==> src/rtl/bin2bcd_seq.sv <==
// Purpose : sequential binary-to-BCD converter (shift-and-add-3, one bit per clock).
// Latency : start accepted at edge E0, done pulses in the cycle after edge E(WIDTH); WIDTH+2 cycles per conversion.
// Backpr. : no queuing; start is sampled only while idle and ignored while busy or done.
module bin2bcd_seq #(
   parameter int WIDTH  = 16,
   parameter int DIGITS = 5
) (
   input  logic                  clk,
   input  logic                  rst,
   input  logic                  start,
   input  logic [WIDTH-1:0]      bin,
   output logic                  busy,
   output logic                  done,
   output logic [4*DIGITS-1:0]   bcd
);

   localparam int CW = $clog2(WIDTH + 1);
   localparam int BW = 4 * DIGITS;

   // Largest representable decimal value must cover the all-ones input.
   function automatic longint unsigned pow10(input int n);
      longint unsigned p;
      p = 64'd1;
      for (int i = 0; i < n; i++) begin
         p = p * 64'd10;
      end
      return p;
   endfunction

   if (pow10(DIGITS) <= ((64'd1 << WIDTH) - 64'd1)) begin : g_digits_too_few
      $error("bin2bcd_seq: DIGITS too small to hold the largest WIDTH-bit value");
   end

   typedef enum logic [1:0] {
      S_IDLE  = 2'd0,
      S_SHIFT = 2'd1,
      S_DONE  = 2'd2
   } state_t;

   state_t             r_state;
   logic [WIDTH-1:0]   r_bin;
   logic [BW-1:0]      r_scratch;
   logic [BW-1:0]      r_bcd;
   logic [CW-1:0]      r_cnt;
   logic               r_busy;
   logic               r_done;

   logic [BW-1:0]          w_adj;
   logic [BW+WIDTH-1:0]    w_cat;
   logic [BW-1:0]          w_scratch_nxt;
   logic [WIDTH-1:0]       w_bin_nxt;
   logic                   w_last;

   // Add-3 adjust: each digit >= 5 gets +3 within its own nibble, no carry between digits.
   always_comb begin
      w_adj = r_scratch;
      for (int i = 0; i < DIGITS; i++) begin
         if (r_scratch[4*i +: 4] >= 4'd5) begin
            w_adj[4*i +: 4] = r_scratch[4*i +: 4] + 4'd3;
         end
      end
   end

   // One shift of the combined {scratch, binary} register; binary MSB enters scratch bit 0.
   assign w_cat         = {w_adj, r_bin} << 1;
   assign w_scratch_nxt = w_cat[BW+WIDTH-1:WIDTH];
   assign w_bin_nxt     = w_cat[WIDTH-1:0];
   assign w_last        = (r_cnt == CW'(1));

   // Control FSM with its datapath registers; busy/done are registered alongside the state.
   always_ff @(posedge clk or negedge rst) begin
      if (!rst) begin
         r_state   <= S_IDLE;
         r_bin     <= '0;
         r_scratch <= '0;
         r_bcd     <= '0;
         r_cnt     <= '0;
         r_busy    <= 1'b0;
         r_done    <= 1'b0;
      end else begin
         case (r_state)
            S_IDLE: begin
               if (start) begin
                  r_bin     <= bin;
                  r_scratch <= '0;
                  r_cnt     <= CW'(WIDTH);
                  r_state   <= S_SHIFT;
                  r_busy    <= 1'b1;
               end
            end
            S_SHIFT: begin
               r_scratch <= w_scratch_nxt;
               r_bin     <= w_bin_nxt;
               r_cnt     <= r_cnt - CW'(1);
               if (w_last) begin
                  // Final shift: publish the result at the same edge.
                  r_bcd   <= w_scratch_nxt;
                  r_state <= S_DONE;
                  r_busy  <= 1'b0;
                  r_done  <= 1'b1;
               end
            end
            S_DONE: begin
               r_state <= S_IDLE;
               r_done  <= 1'b0;
            end
            default: begin
               r_state <= S_IDLE;
               r_busy  <= 1'b0;
               r_done  <= 1'b0;
            end
         endcase
      end
   end

   assign busy = r_busy;
   assign done = r_done;
   assign bcd  = r_bcd;

endmodule

==> config.mk <==
export PLATFORM = sky130hd
export DESIGN_NAME = bin2bcd_seq
export DESIGN_NICKNAME = d
export VERILOG_FILES = /design/src/rtl/bin2bcd_seq.sv
export SDC_FILE = /design/constraint.sdc
export NUM_CORES = 1
export LEC_CHECK = 0
export CORE_UTILIZATION = 40
export CTS_BUF_LIST = sky130_fd_sc_hd__clkbuf_4 sky130_fd_sc_hd__clkbuf_8
export DETAILED_ROUTE_END_ITERATION = 10
export SLEW_MARGIN = 20
export SYNTH_ARGS = -nofsm -noshare
export SYNTH_HDL_FRONTEND = slang
export SYNTH_SLANG_ARGS = --single-unit
export TNS_END_PERCENT = 50
==> constraint.sdc <==
create_clock -name clk -period 1.7 [get_ports clk]
set_input_delay 0.51 -clock clk [delete_from_list [all_inputs] [get_ports clk]]
set_output_delay 0.51 -clock clk [all_outputs]
set_load 0.02 [all_outputs]
==> flow_summary.toml <==
[run_status]
status = "finished, final reports clean"

[detailed_routing]
drt_iter0_markers = 89
drcViolationCount = 0
routed_wl_um = 6620
vias_per_cell = 5.10
vias = 2393
wire_per_inst_um = 14.1
drt_pass1_iterations = 4
final_antenna_net_count = 0

[cells_and_area]
final_core_util_pct = 50.8
drive_above_1_share_pct = 18.0
final_common_cell = "dfrtp_1"
design_area_sq_mm = 0.00391
fin_nets = 393
layout_common_cells = "dfrtp_1 (64), o21ai_0 (48), nand2_1 (38), dlygate4sd2_1 (22), a21oi_1 (20)"
layout.cells.non_filler = 469
fill_cells = 743
diodes = 0
area_delta_synth_final_pct = 23.6

[global_routing]
grt_max_degree = 66
antenna_found_initial = 0
grt_pass1_wl_um = 11500
grt_overflow = 0
gr-usage-all-layers_pct = 17.9
grt_pass1_vias = 2276

[timing]
max_freq_mhz = 622
fin_crit_ns = 1.61
timing.final.ws_setup_ns = 0.0934
tightest_slew_ns = 0.330
tns_ns = 0
hold_violations = 0
relSlewSlack_pct = 77.7
fin_skew_ns = 0.00841
rsz0062_at_grt = "no"
setup_viol = 0
fin_crit_sh_pct = 94.5
holdWs_ns = 0.193
maxSlewViolCount = 0

[critical_path]
path_max_fanout = 4
arrival_ns = 1.86
r2r-end = "r_scratch[10]"
reg2reg_depth = 6
required_ns = 1.95
crit_path_end_kind = "register"
startpoint_type = "register"
critPathKind = "register to register"
rrSetupSlack_ns = 0.09
r2r_start = "r_scratch[8]"

[floorplanning]
core_sq_mm = 0.00769
dieHeight_um = 90.9
initial_core_util_pct = 41.1
dieArea_sq_mm = 0.00826
ios = 41
die_w_um = 90.9
num_rows = 32

[cts]
cts_tree = "done"
cts_sinks = 65
cts_buffer_depth = 2
cts-root-buf = "clkbuf_8"
htreeDepth = 3
numCtsBuffers = 9
clock_latency_ns = 0.33
clk_pin_slew_worst_paths_ns = 0.07
ctsHoldBuffers = 0

[pwr]
p_leak_nw = 1.73
ir_drop_mv = 0.698
total_power_mw = 7.13
cellPowerDensity_mw_per_mm2 = 1820

[logic_synthesis]
ys_seq_area_share_pct = 51.5
synth-edff-count = 0
synth_top_family_by_area = "compound AO/OA/AOI/OAI gates"
synth_cell_types = 32
synth.avg_cell_area_sq_um = 10.1
ys_warn_count = 0
ys.flop_type = "dfrtp_1"
synth-xor-area-share_pct = 1.66
synthAdderAreaFrac_pct = 4.75
synthCells = 312
yosys.area_share.simple_pct = 13.9
synth_area_leaders = "dfrtp_1 (51%), o21ai_0 (7.6%), ha_1 (4.8%), nand2_1 (4.5%), a21oi_1 (4.0%)"
yosys.area.top_type = "dfrtp_1"
ys_async_sr_fraction_pct = 100
synth_nets = 343
synth.area.mux_share_pct = 3.21
synth-compound-area-share_pct = 20.5
yosysTopAreaCellShare_pct = 51.5
synth_area_sq_mm = 0.00316
synth_seq_cells = 65

[place]
dpl_cell_area_sq_mm = 0.00372
portBuffers = 40
place.gp.congestion = 0.737
dpl.cell_count = 452
dp_slack_ns = -0.130
post-dp-hpwl_um = 4340

[run]
drv_cap = 0

[min_path]
min-delay-path-class = "input pin to async pin"
area by class of cell:
class                      count  area, sq um  share of cell area (%)
clock buffer                  13          166                    4.26
sequential                    65         1630                    41.7
multi-input combinational    216         1420                    36.3
clock inverter                 3         15.0                   0.384
inverter                      16         65.1                    1.67
tap                          102          128                    3.27
timing repair buffer          54          485                    12.4
worst max-delay path: stages, from the launching register on:
cell      delay, ns
dfrtp_1        0.42
inv_1          0.10
ha_2           0.21
nand2b_1       0.09
a21oi_2        0.19
mux2_2         0.37
o21ai_0        0.15
what timing repair did:
action                     CTS  global route
gates resized for setup     22            11
cloned                       0             0
setup endpoints to repair   22             9
pin swaps                    0             2
buffers inserted             0             1
logic make-up after synthesis:
family | count (synthesis)
DFF | 65
AOI/OAI and AO/OA | 110
and+or+nand+nor | 80
muxes | 8
buffers and inverters | 31
adders and majority gates | 12
xor gates and xnor gates | 6
cells in the mapped netlist (all sizes together) (2+ instances only):
| cell | count |
|---|---|
| nor3b | 4 |
| nor4b | 2 |
| nor3 | 5 |
| or3b | 5 |
| buf | 4 |
| xnor2 | 6 |
| a22o | 3 |
| ha | 12 |
| clkbuf | 11 |
| nand2b | 7 |
| nor2b | 14 |
| a21oi | 25 |
| nand2 | 39 |
| a31oi | 5 |
| dfrtp | 65 |
| o21ai | 60 |
| inv | 16 |
| mux2 | 8 |
| nand3 | 2 |
| a22oi | 15 |
registers in the layout, indices dropped and copies added (netlist names):
register / flops
bcd: 20
busy: 1
done: 1
r_bin: 16
r_cnt: 5
r_scratch: 20
r_state: 2
where the power goes:
| part | internal, mW | switching, mW | leakage, nW | total, mW |
|---|---|---|---|---|
| Sequential | 2.22 | 0.551 | 0.825 | 2.78 |
| Clock | 0.634 | 0.545 | 0.100 | 1.18 |
| Combinational | 1.41 | 1.77 | 0.803 | 3.18 |
| Total | 4.27 | 2.86 | 1.73 | 7.13 |
routing by layer:
layer	wire length [um]	GRT usage (%)
met1	3330	25.1
met2	2940	26.1
met3	280	5.64
met4	62	5.95
met5	0	0
worst max-delay path by stage:
stage / startpoint / endpoint / slack [ns] / cells past startpoint
floorplan: r_cnt[1] / bcd[17] / 0.08 / 6
global placement: start / r_cnt[4] / -0.10 / 5
detailed placement: start / r_bin[10] / -0.13 / 5
CTS: r_scratch[8] / r_scratch[10] / 0.01 / 6
global route: r_scratch[16] / r_scratch[18] / 0.005 / 6
finish: r_scratch[8] / r_scratch[10] / 0.09 / 6
Power figures use the tool's default switching activity.
